--- src/rtl/cfg_bus_arbiter_pkg.sv ---
// Shared definitions for the configuration-bus arbiter.
//   - arb_state_t : FSM state encoding (IDLE / ISSUE / CAPT)
//   - ADDR_W_DEF / DATA_W_DEF : default register address / data widths
//   - other_port() : the opposite requester id, used to advance the
//     round-robin pointer after a grant
// Build option: CFG_ARB_RR_EN selects round-robin arbitration (see
// cfg_arb_pick / cfg_bus_arbiter).
package cfg_bus_arbiter_pkg;

  localparam int ADDR_W_DEF = 8;
  localparam int DATA_W_DEF = 16;

  typedef enum logic [1:0] {
    IDLE  = 2'd0,
    ISSUE = 2'd1,
    CAPT  = 2'd2
  } arb_state_t;

  function automatic logic other_port(input logic id);
    return ~id;
  endfunction

endpackage

--- src/rtl/cfg_arb_pick.sv ---
// Combinational winner select for the two-port configuration-bus arbiter.
// Ports:
//   req       in  [1:0] {m1_req, m0_req}
//   ptr       in  preferred port on a tie (only with CFG_ARB_RR_EN)
//   grant_vld out at least one request is pending
//   grant_id  out winning port id (meaningful only when grant_vld)
// Build option: CFG_ARB_RR_EN defined -> ties go to the port named by ptr;
// undefined -> port 0 always wins a tie and no pointer input exists.
module cfg_arb_pick
  import cfg_bus_arbiter_pkg::*;
(
  input  logic [1:0] req,
`ifdef CFG_ARB_RR_EN
  input  logic       ptr,
`endif
  output logic       grant_vld,
  output logic       grant_id
);

  always_comb begin
    grant_vld = |req;
    grant_id  = 1'b0;
`ifdef CFG_ARB_RR_EN
    if (req == 2'b11) begin
      grant_id = ptr;
    end else begin
      grant_id = req[1];
    end
`else
    // Port 0 wins whenever it is asking; otherwise port 1.
    grant_id = ~req[0];
`endif
  end

endmodule

--- src/rtl/cfg_bus_arbiter.sv ---
// Two-requester arbiter onto a single-cycle register (cfg) bus.
// One transaction in flight: IDLE (arbitrate, latch command) -> ISSUE
// (reg_ce pulse) -> CAPT (capture read data, ack the winner) -> IDLE.
// Ports:
//   CLK, rst                       clock, asynchronous active-high reset
//   mX_req/we/addr/wdata           requester X command (X = 0 host, 1 sequencer)
//   mX_ack, mX_rdata               requester X completion pulse / read data
//   reg_ce/we/addr/wdata           registered register-bus command
//   reg_rdata                      register read data, valid the cycle after reg_ce
//   busy                           FSM not in IDLE
// Build option: CFG_ARB_RR_EN defined -> round-robin on simultaneous
// requests (pointer advances at every grant); undefined -> fixed priority
// with port 0 highest and no pointer state.
module cfg_bus_arbiter
  import cfg_bus_arbiter_pkg::*;
#(
  parameter int ADDR_W = ADDR_W_DEF,
  parameter int DATA_W = DATA_W_DEF
) (
  input  logic              CLK,
  input  logic              rst,
  input  logic              m0_req,
  input  logic              m0_we,
  input  logic [ADDR_W-1:0] m0_addr,
  input  logic [DATA_W-1:0] m0_wdata,
  output logic              m0_ack,
  output logic [DATA_W-1:0] m0_rdata,
  input  logic              m1_req,
  input  logic              m1_we,
  input  logic [ADDR_W-1:0] m1_addr,
  input  logic [DATA_W-1:0] m1_wdata,
  output logic              m1_ack,
  output logic [DATA_W-1:0] m1_rdata,
  output logic              reg_ce,
  output logic              reg_we,
  output logic [ADDR_W-1:0] reg_addr,
  output logic [DATA_W-1:0] reg_wdata,
  input  logic [DATA_W-1:0] reg_rdata,
  output logic              busy
);

  arb_state_t        state_q, state_d;
  logic              win_q, win_d;
  logic              cmd_we_q, cmd_we_d;
  logic              reg_ce_q, reg_ce_d;
  logic              reg_we_q, reg_we_d;
  logic [ADDR_W-1:0] reg_addr_q, reg_addr_d;
  logic [DATA_W-1:0] reg_wdata_q, reg_wdata_d;
  logic              m0_ack_q, m0_ack_d;
  logic              m1_ack_q, m1_ack_d;
  logic [DATA_W-1:0] m0_rdata_q, m0_rdata_d;
  logic [DATA_W-1:0] m1_rdata_q, m1_rdata_d;
  logic              grant_vld;
  logic              grant_id;

`ifdef CFG_ARB_RR_EN
  logic              ptr_q, ptr_d;

  cfg_arb_pick u_pick (
    .req       ({m1_req, m0_req}),
    .ptr       (ptr_q),
    .grant_vld (grant_vld),
    .grant_id  (grant_id)
  );
`else
  cfg_arb_pick u_pick (
    .req       ({m1_req, m0_req}),
    .grant_vld (grant_vld),
    .grant_id  (grant_id)
  );
`endif

  always_comb begin
    state_d     = state_q;
    win_d       = win_q;
    cmd_we_d    = cmd_we_q;
    reg_ce_d    = 1'b0;
    reg_we_d    = 1'b0;
    reg_addr_d  = reg_addr_q;
    reg_wdata_d = reg_wdata_q;
    m0_ack_d    = 1'b0;
    m1_ack_d    = 1'b0;
    m0_rdata_d  = m0_rdata_q;
    m1_rdata_d  = m1_rdata_q;
`ifdef CFG_ARB_RR_EN
    ptr_d       = ptr_q;
`endif
    case (state_q)
      IDLE: begin
        if (grant_vld) begin
          // The command goes straight into the bus registers so reg_ce
          // appears in the very next cycle; later input changes are ignored.
          state_d     = ISSUE;
          win_d       = grant_id;
          cmd_we_d    = grant_id ? m1_we : m0_we;
          reg_ce_d    = 1'b1;
          reg_we_d    = grant_id ? m1_we : m0_we;
          reg_addr_d  = grant_id ? m1_addr : m0_addr;
          reg_wdata_d = grant_id ? m1_wdata : m0_wdata;
`ifdef CFG_ARB_RR_EN
          ptr_d       = other_port(grant_id);
`endif
        end
      end
      ISSUE: begin
        // Ack is registered here so it is high during CAPT, the same cycle
        // in which reg_rdata is valid.
        state_d  = CAPT;
        m0_ack_d = ~win_q;
        m1_ack_d = win_q;
      end
      CAPT: begin
        state_d = IDLE;
        if (!cmd_we_q) begin
          if (win_q) begin
            m1_rdata_d = reg_rdata;
          end else begin
            m0_rdata_d = reg_rdata;
          end
        end
      end
      default: state_d = IDLE;
    endcase
  end

  always_ff @(posedge CLK or posedge rst) begin
    if (rst) begin
      state_q     <= IDLE;
      win_q       <= 1'b0;
      cmd_we_q    <= 1'b0;
      reg_ce_q    <= 1'b0;
      reg_we_q    <= 1'b0;
      reg_addr_q  <= '0;
      reg_wdata_q <= '0;
      m0_ack_q    <= 1'b0;
      m1_ack_q    <= 1'b0;
      m0_rdata_q  <= '0;
      m1_rdata_q  <= '0;
`ifdef CFG_ARB_RR_EN
      ptr_q       <= 1'b0;
`endif
    end else begin
      state_q     <= state_d;
      win_q       <= win_d;
      cmd_we_q    <= cmd_we_d;
      reg_ce_q    <= reg_ce_d;
      reg_we_q    <= reg_we_d;
      reg_addr_q  <= reg_addr_d;
      reg_wdata_q <= reg_wdata_d;
      m0_ack_q    <= m0_ack_d;
      m1_ack_q    <= m1_ack_d;
      m0_rdata_q  <= m0_rdata_d;
      m1_rdata_q  <= m1_rdata_d;
`ifdef CFG_ARB_RR_EN
      ptr_q       <= ptr_d;
`endif
    end
  end

  assign reg_ce    = reg_ce_q;
  assign reg_we    = reg_we_q;
  assign reg_addr  = reg_addr_q;
  assign reg_wdata = reg_wdata_q;
  assign m0_ack    = m0_ack_q;
  assign m1_ack    = m1_ack_q;
  assign busy      = (state_q != IDLE);

  // Read data is passed through during the ack cycle so it is valid together
  // with the ack; the register then holds it until the port's next read.
  assign m0_rdata = (m0_ack_q && !cmd_we_q) ? reg_rdata : m0_rdata_q;
  assign m1_rdata = (m1_ack_q && !cmd_we_q) ? reg_rdata : m1_rdata_q;

endmodule
--- config.mk ---
export PLATFORM = sky130hd
export DESIGN_NAME = cfg_bus_arbiter
export DESIGN_NICKNAME = d
export VERILOG_FILES = /design/src/rtl/cfg_bus_arbiter_pkg.sv /design/src/rtl/cfg_arb_pick.sv /design/src/rtl/cfg_bus_arbiter.sv
export SDC_FILE = /design/constraint.sdc
export NUM_CORES = 1
export LEC_CHECK = 0
export CORE_MARGIN = 2
export CORE_UTILIZATION = 38
export CTS_BUF_LIST = sky130_fd_sc_hd__clkbuf_16
export DETAILED_ROUTE_END_ITERATION = 10
export HOLD_SLACK_MARGIN = 0.1
export PLACE_DENSITY_LB_ADDON = 0.08
export SLEW_MARGIN = 20
export SYNTH_ARGS = -nofsm -noshare
export SYNTH_HDL_FRONTEND = slang
export SYNTH_SLANG_ARGS = --single-unit
--- constraint.sdc ---
create_clock -name CLK -period 2.1 [get_ports CLK]
set_input_delay 0.525 -clock CLK [delete_from_list [all_inputs] [get_ports CLK]]
set_output_delay 0.525 -clock CLK [all_outputs]
set_load 0.005 [all_outputs]
# == Word level (Yosys, flattened, before mapping) ==
# Cells that the tools add are included.
# totals
ff_bits,64
latch_bits,0
ramBits,0
rom_bits,0
inputBits,70
output_inout_bits,61
word_cells,39
memories,0
# op_classes
n_addsub,0
n_mul,0
div,0
order_cmp,0
eq_ne,3
shifts,0
n_mux,13
bitwise,3
reduce_logical,9
# op_table
operator,n
$mux W16,3
$mux W8,1
$mux W1,7
$reduce_and A3 Y1,2
$pmux W2 S2,1
$not A1 Y1,3
$eq A2 B1 Y1 const B,1
$eq A2 B2 Y1 const B,1
$logic_and A1 B1 Y1,2
$logic_not A2 Y1,1
$mux W2,1
$ne A2 B2 Y1 const B,1
$reduce_and A2 Y1,1
$reduce_bool A2 Y1,1
$reduce_or A2 Y1,1
$logic_not A1 Y1,1

# == Logic depth before layout (Yosys ltp) ==
# Gate-level depths: netlist of the first run.
# logic_depth
word_depth,3
ltp_mapped,5
mapped_depth_nobuf,4

# == Cells and area by module ==
# Synthesis of the first run repeated with hierarchy kept, for this count alone.
# hier_totals
cells_unflattened,207
hier_area_um2,3095.5
# modules_own_cells
mod,instances,cells_each,area_per_inst_um2,seq_area_each_um2
cfg_bus_arbiter,1,205,3085.5,1601.5
cfg_arb_pick,1,2,10.0,0.0

# == Least setup slack after synthesis of the first run ==
# No wires, ideal clock.
# synth_timing
path_type,register to output
start,register cmd_we_q
end,output m1_rdata[10]
t_arrival_ns,1.295
required_time_ns,1.575
path_slack_ns,0.280
path_stages_with_launch,5
path_buffers,2
cell_sequence,dfrtp_1 > nor2b_1 > buf_2 > buf_2 > mux2_2
# synth_between
elab_chain_len,3
# synth_rtl
item,line,text
from (decl),cfg_bus_arbiter.sv:44,"logic cmd_we_q, cmd_we_d;"
from (signal assigned),cfg_bus_arbiter.sv:145,cmd_we_q <= cmd_we_d;
$logic_not A1 Y1,cfg_bus_arbiter.sv:171,assign m1_rdata = (m1_ack_q && !cmd_we_q) ? reg_rdata : m1_rdata_q;
$logic_and A1 B1 Y1,cfg_bus_arbiter.sv:171,
$mux W16,cfg_bus_arbiter.sv:171,
to (decl),cfg_bus_arbiter.sv:33,"output logic [DATA_W-1:0] m1_rdata,"
# No other way between the ends.

# == Worst setup path after layout of the first run ==
# layout_timing
start,register cmd_we_q
end,output m1_rdata[4]
# The elaborated chain is that of the path after synthesis.

==> results of run 1 <==
==> power by group through the flow <==
stage	logic [W]	clock network, W	registers, W
after global routing	0.00379	0.00177	0.00227
final	0.00349	0.00168	0.00218
after floorplan	0.00141	0	0.00215
after detailed placement	0.00327	0	0.00218
after CTS	0.00357	0.00172	0.00218
after global placement	0.00323	0	0.00216
==> cells by family (layout without fill, tap and decap cells) <==
family / count (synthesis) / after routing
muxes: 89 / 89
DFF: 64 / 64
AOI/OAI and AO/OA: 52 / 52
buffers and inverters: 19 / 186
and+or+nand+nor: 11 / 11
==> cell usage in the layout (no fill, tap or decap), drive strengths merged, types with 2 or more instances in the layout <==
cell / Yosys / layout
inv: 4 / 3
mux2i: 25 / 25
nor2: 2 / 2
clkinv: 0 / 3
buf: 10 / 65
mux2: 64 / 64
clkinvlp: 0 / 2
bufinv: 0 / 3
nor2b: 3 / 3
clkbuf: 5 / 13
nor3: 2 / 2
o21ai: 49 / 49
dfrtp: 64 / 64
a21oi: 2 / 2
clkdlybuf4s50: 0 / 97
==> registers in the layout (all words and copies together), names as in the netlist <==
| name | count |
|---|---|
| m0_rdata_q | 16 |
| m1_rdata_q | 16 |
| reg_wdata | 16 |
| reg_addr | 8 |
| state_q | 2 |
| cmd_we_q | 1 |
| m0_ack | 1 |
| m1_ack | 1 |
| reg_ce | 1 |
| reg_we | 1 |
| win_q | 1 |
==> worst min path at each step <==
stage	start	endpoint	slack [ns]	depth (start not counted)
floorplan	state_q[1]$_DFFE_PP0P_	state_q[1]$_DFFE_PP0P_	0.47	1
global placement	m0_rdata_q[11]$_DFFE_PP0P_	m0_rdata_q[11]$_DFFE_PP0P_	0.48	1
detailed placement	m0_rdata_q[4]$_DFFE_PP0P_	m0_rdata_q[4]$_DFFE_PP0P_	0.49	1
CTS	m0_rdata_q[4]$_DFFE_PP0P_	m0_rdata_q[4]$_DFFE_PP0P_	0.50	1
global route	m1_rdata_q[7]$_DFFE_PP0P_	m1_rdata_q[7]$_DFFE_PP0P_	0.52	1
finish	m0_rdata_q[4]$_DFFE_PP0P_	m0_rdata_q[4]$_DFFE_PP0P_	0.50	1
==> metal layers <==
| layer | vias to the layer above | GRT usage [%] |
|---|---|---|
| li1 | 1166 | - |
| met1 | 1160 | 22.3 |
| met2 | 92 | 30.5 |
| met3 | 14 | 5.08 |
| met4 | 0 | 8.46 |
| met5 | - | 0 |
==> worst max-delay path: cells and delay by family (launching register included) <==
family / cells / cell delay (ns)
DFF: 1 / 0.38
and+or+nand+nor: 1 / 0.17
muxes: 1 / 0.30
buffers and inverters: 4 / 0.48
==> stage by stage <==
stage	total power (W)	setup TNS, ns	area (sq um)	utilization (%)	worst slack, ns
finish	0.00736	-0.839	5150	66.6	-0.0822
detailed placement	0.00545	-3.56	4630	59.9	-0.159
CTS	0.00747	-1.43	5180	67.0	-0.0937
global placement	0.00539	-3.25	4630	59.9	-0.145
floorplan	0.00356	0	3020	-	0.280
global route	0.00782	-1.67	5150	66.6	-0.143
==> area by class of cell <==
class	instances	area [sq um]
multi-input combinational	152	1410
inverter	4	18.8
fill	609	2580
tap	102	128
sequential	64	1600
timing repair buffer	166	1650
clock buffer	9	225
clock inverter	7	120
==> repair_timing <==
item | in CTS | in global routing
resized for setup | 161 | 8
buffers inserted | 6 | 0
setup endpoints to repair | 33 | 23
hold buffers | 0 | 0
gates cloned | 2 | 0
==> results.txt, run 1 <==
For this block, wires on met1 add up to 3.13 mm. The area growth from synthesis to final layout was 70.6%. The final reports fail on setup timing. The average via count per standard cell is 4.83, and the cell count after synthesis is 235.

Summing the areas of all and, or, nand and nor instances in the mapped netlist gives 2.90% of the synthesized area. The signal on the critical path passes through buf_6 > nor2b_4 > buf_12 > buf_12 > mux2_4 > buf_6. The post-synthesis cell type count was 20. Counting I/O delays and the setup requirement, the final critical path takes 2.18 ns. Clock skew on the completed layout was measured at 0.00820 ns. IR analysis of the VDD net gives a maximum drop of 0.669 mV.

Counting flops and latches in the post-synthesis netlist gives 64. Setup repair after global routing could not meet its margin everywhere. The tools report the I/O pin total as 131. The path depth of the worst reg2reg path came out at 6. Cell internal power was estimated by the tool at 0.00529 W. The logs give 2587 for the via count of the first global-routing pass and 0 for the number of warnings reported in the yosys synthesis log. The tools report the final number of max-transition violations as 0. Counting flops with an async set or reset pin after synthesis yields a share of 100%. The synthesized design devotes to its leading area cell type 53.1% of total area. The clock drives 64 sinks.

Largest family of logic cells by synthesized area: multiplexers. The largest total area in the synthesized netlist belongs to dfrtp_1. The synthesized netlist devotes 8.71% of its cell area to compound gates. Leakage power figure: 2.29 nW.

The number of nets in the layout is 467. For the worst endpoint required time, the log shows 1.57 ns. Path type of the worst min-delay path: register to register.

The maximum clock insertion buffer count was 2. After Yosys synthesis, full adders, half adders and majority gates account for 0% of the synthesized area. The number of antenna violations at the first check in global routing was 0. The cell at the root of the clock tree was clkbuf_16.

The highest routing layer actually used is met4. The flow ran to the end, but the final reports show violations. The logs give 0 for the aggregate global routing overflow and 0.32 ns for the clock latency on the worst-skew pair.

The power dissipated by switching net loads was 0.00207 W. The logs give 3020 sq um for the synthesized area and 4 for the number of iterations in the first detailed-routing pass. The critical path launch point was cmd_we_q$_DFFE_PP0P_.

Static timing analysis puts the maximum clock frequency at 458 MHz. In the synthesized netlist, the cells that appear most often are dfrtp_1 (64), mux2_2 (64), o21ai_0 (48), mux2i_1 (25), buf_2 (7). The count of flip-flops with a built-in enable after synthesis was 0; the minimum setup slack among reg-to-reg paths was 0.30 ns. The net switching fraction of the power is 28.1%. Hold violation total from the final report: 0. The maximum cell stage delay along the critical path is 0.38 ns, and the average wire per cell in the routed design is 14.9 microns.

TritonCTS built the clock tree. Leading register cell type out of synthesis: dfrtp_1. The detailed router placed 2432 vias in this run. The starting density of the core is 39.1%. At the worst endpoint, the arrival time is 1.66 ns. The run gives -0.0822 ns as the worst setup margin.

The maximum number of pins on one net before global-route repair came out at 40. The final layout contains routed wiring with a total length of 7.51 mm. The portion of total power attributed to sequential cells is 29.7%, and the residual antenna-violating net count after detailed routing is 0. Yosys attributes the largest share of cell area to dfrtp_1 (53%), mux2_2 (24%), mux2i_1 (8.3%). The HPWL after detailed placement is 5.29 mm. Placed cell count: 481.

Synthesis produced a netlist with a net count of 305. Of the total power, combinational logic draws 47.4%. The H-tree was split into 3 levels. At the pin with the least slew margin, the transition time is 0.594 ns. Summing the areas of all xor and xnor instances in the mapped netlist gives 0% of the synthesized area. In the detailed route, the total length drawn on met3 is 551 microns. The number of CTS-inserted buffers came out at 9. The die span in y is 93.1 microns, and the clock network fraction of design power is 22.9%.

STA classifies the critical path startpoint as a register. After detailed routing, the number of remaining DRC violations is 0. On the critical path, the stage with the largest delay is an instance of dfrtp_1. The post-route netlist has 39.1% of its cells at a drive strength greater than 1. In this run the worst path has a maximum fanout of 6.

For this run, the register share of the synthesized area comes to 53.1%. The multiplexer area fraction after synthesis was 32.2%. After floorplanning, the core was divided into 32 placement rows. In the finished design, the share of the clock period the worst path needs comes to 104%. The startpoint identified for the worst register-to-register timing path is cmd_we_q$_DFFE_PP0P_.

Global routing consumed, over all layers together, 18.4% of the routing resources. The global-route wire length before repair came out at 12.5 mm. The run gives 60.2% as the worst relative slew slack. From left edge to right edge, the die measures 93.1 microns. The global placement routability congestion was 0.705; the number of maximum-capacitance constraint violations was 0.

The critical path is of the register to output pin type. Capturing element of the worst setup path: m1_rdata[4]. The repair_antennas step left the layout with diodes totalling 0. In this run the mean area of a mapped cell was 12.8 sq um. Clock-pin slew was measured on the worst setup and hold paths at 0.05 ns. The worst setup path is captured at an output pin. The count of placed standard cells in the final layout, fillers left out is 504, and the total of buffers placed on input and output ports is 130.

The first routing iteration left 79 violations. The run gives 3.67 mm as the met2 wire length. The core region is 7730 sq um. The power density over cell area works out to 1430 nW/um^2.

The final count of negative-setup-slack endpoints came out at 11. The overall die area came out at 8670 sq um. The tools report the endpoint of the most critical register-to-register path as m1_rdata_q[4]$_DFFE_PP0P_.

Worst slack on hold paths: 0.500 ns.
Note: power is estimated with default switching activity, not from simulation.
==> run 2: changes to the inputs <==
- MAX_ROUTING_LAYER: not set -> met4
==> results.txt, run 2 (synthesized netlist as in run 1, its figures left out) <==
The flow ran to the end, but the final reports show violations. Violated checks: setup timing (unchanged). The launch instance of the worst register-to-register path was cmd_we_q$_DFFE_PP0P_ (unchanged).

The run gives 1.66 ns (about the same) as the worst path arrival time. The antenna diode count is 0 (unchanged), and the hold buffer count at cts is 0 (unchanged). Final number of max-transition violations: 0 (unchanged). The tools report the setup TNS after final layout as -0.823 ns (was -0.839 ns).

Die span in y: 93.1 microns (unchanged). For the total routing resource utilization after global routing, the log shows 18.9% (was 18.4%). Setup repair after global routing could not meet its margin everywhere.

Post-route clock period utilization: 104% (about the same). For the clock latency on the worst-skew pair, the log shows 0.32 ns (about the same). The slew of the pin with the lowest slew margin was 0.600 ns (was 0.594 ns). The critical path start-end classification was register to output pin (unchanged). The clock input transition at the sequential cells of the worst setup and hold paths is 0.05 ns (about the same), and the I/O pin total is 131 (unchanged). The run gives 467 (unchanged) as the number of nets in the layout.

The DRC violation count after routing was 0 (unchanged); the ratio of cells with drive above 1 in the final layout was 39.1% (unchanged). The core occupancy in the finished layout was 66.6% (unchanged). The worst-path maximum fanout was 6 (unchanged). The logs give 0.666 mV (was 0.669 mV) for the maximum VDD drop and 5.29 mm (unchanged) for the HPWL after detailed placement. The CTS sink count was 64 (unchanged); the maximum clock insertion buffer count was 2 (unchanged). The minimum setup slack among reg-to-reg paths is 0.31 ns (was 0.30 ns), and the global placement routability congestion is 0.713 (was 0.705). For the detailed router's first-iteration violation count, the log shows 80 (was 79).

The run gives 40 (unchanged) as the maximum number of pins on one net before global-route repair. The number of CTS-inserted buffers was 9 (unchanged). The clock period minus final worst setup slack was 2.18 ns (about the same); the path depth of the worst reg2reg path was 6 (unchanged). The average via count per standard cell was 4.85 (was 4.83); the top achievable clock speed was 459 MHz (was 458 MHz). The overall die area is 8670 sq um (unchanged).

The endpoint of the most critical register-to-register path was m1_rdata_q[4]$_DFFE_PP0P_ (unchanged). The power consumption was 0.00736 W (about the same). The tools report the overall routed net length as 7.52 mm (was 7.51 mm). Number of iterations in the first detailed-routing pass: 4 (unchanged).

The leakage power figure came out at 2.29 nW (unchanged). TritonCTS built the clock tree. The run gives 11 (unchanged) as the final count of negative-setup-slack endpoints.

Starting density of the core: 39.1% (unchanged). The via count of the first global-routing pass is 2601 (was 2587). Type of destination of the critical path: an output pin (unchanged).

The hold-critical path endpoint was m0_rdata_q[4]$_DFFE_PP0P_ (unchanged). Final clock skew: 0.00812 ns (was 0.00820 ns). The path type of the worst min-delay path was register to register (unchanged). Most frequent cells in the layout: clkdlybuf4s50_1 (97), dfrtp_1 (63), o21ai_0 (48), mux2_2 (48) (unchanged). The number of maximum-capacitance constraint violations was 0 (unchanged). The most common cell after layout, fill and taps aside was clkdlybuf4s50_1 (unchanged).

The run gives 59.8% (was 60.2%) as the worst relative slew slack. The average wire per cell in the routed design is 14.9 microns (about the same). The worst setup margin came out at -0.0807 ns (was -0.0822 ns). The run gives 0 (unchanged) as the aggregate global routing overflow. For the residual antenna-violating net count after detailed routing, the log shows 0 (unchanged).

The total of buffers placed on input and output ports is 130 (unchanged), and the die outline width is 93.1 microns (unchanged). The H-tree depth reported by CTS was 3 (unchanged). The tools report the cell at the root of the clock tree as clkbuf_16 (unchanged). The worst endpoint required time is 1.57 ns (about the same). Critical path launch point: cmd_we_q$_DFFE_PP0P_ (unchanged). The cell depth of the worst hold path is 1 (unchanged), and the area growth from synthesis to final layout is 70.6% (unchanged). Number of placement rows: 32 (unchanged).

The global-route wire length before repair was 12.4 mm (was 12.5 mm). The power density over cell area is 1430 nW/um^2 (about the same), and the hold violation total from the final report is 0 (unchanged). The number of antenna violations at the first check in global routing was 0 (unchanged).

The launching element type of the critical path was a register (unchanged). The vias after detailed routing was 2444 (was 2432); the area of the core was 7730 sq um (unchanged). The hold path startpoint was m0_rdata_q[4]$_DFFE_PP0P_ (unchanged).
[run 2: cell counts in the layout (fill, tap and decap cells not counted)]
No cell type changed its count.
[run 2: final cells by class]
cell class / count / area, sq um
fillers: 609 / 2580
repair buffers: 166 / 1650
flip-flops and latches: 64 / 1600
multi-input cells: 152 / 1410
clock buffers: 9 / 225
well taps: 102 / 128
clock inverters: 7 / 120
inverters: 4 / 18.8
[run 2: where the power goes]
part / internal [W] / switching, W / total, W
clock: 0.00116 / 0.000527 / 0.00169
sequential: 0.00185 / 0.000336 / 0.00218
combinational: 0.00228 / 0.00121 / 0.00349
[run 2: metrics by stage]
stage / setup WS, ns / hold WS [ns] / instance area, sq um / instances
after CTS: -0.0937 / 0.504 / 5180 / 505
after global routing: -0.143 / 0.522 / 5150 / 504
after global placement: -0.145 / 0.484 / 4630 / 481
after detailed placement: -0.159 / 0.492 / 4630 / 481
final: -0.0807 / 0.499 / 5150 / 504
after floorplan: 0.280 / 0.465 / 3020 / 235
[run 2: critical path, cell delays in order, from the launching register on]
cell	delay [ns]
dfrtp_1	0.38
buf_6	0.12
nor2b_4	0.17
buf_12	0.13
buf_12	0.12
mux2_4	0.30
buf_6	0.11
[run 2: repair_timing]
item                       CTS  global route
hold endpoints to repair     0             0
setup endpoints to repair   33            23
gates resized for setup    161             8
pin swaps                    0             0
cloned                       2             0
setup buffers                6             0
[run 2: per-layer routing]
layer  GRT usage, %  vias to the layer above  part of all wire (%)
li1               -                     1166                     -
met1           23.2                     1178                    43
met2           30.7                       90                    49
met3           3.38                       10                   5.3
met4           8.46                        0                   1.8
met5              -                        -                     0
[run 2: worst max-delay path by stage]
stage                        end  slack (ns)  depth (start not counted)
finish               m1_rdata[4]       -0.08                          6
global route         m1_rdata[4]       -0.14                          6
CTS                  m1_rdata[4]       -0.09                          6
detailed placement  m0_rdata[11]       -0.16                          3
global placement     m0_rdata[4]       -0.14                          3
floorplan           m1_rdata[10]        0.28                          4
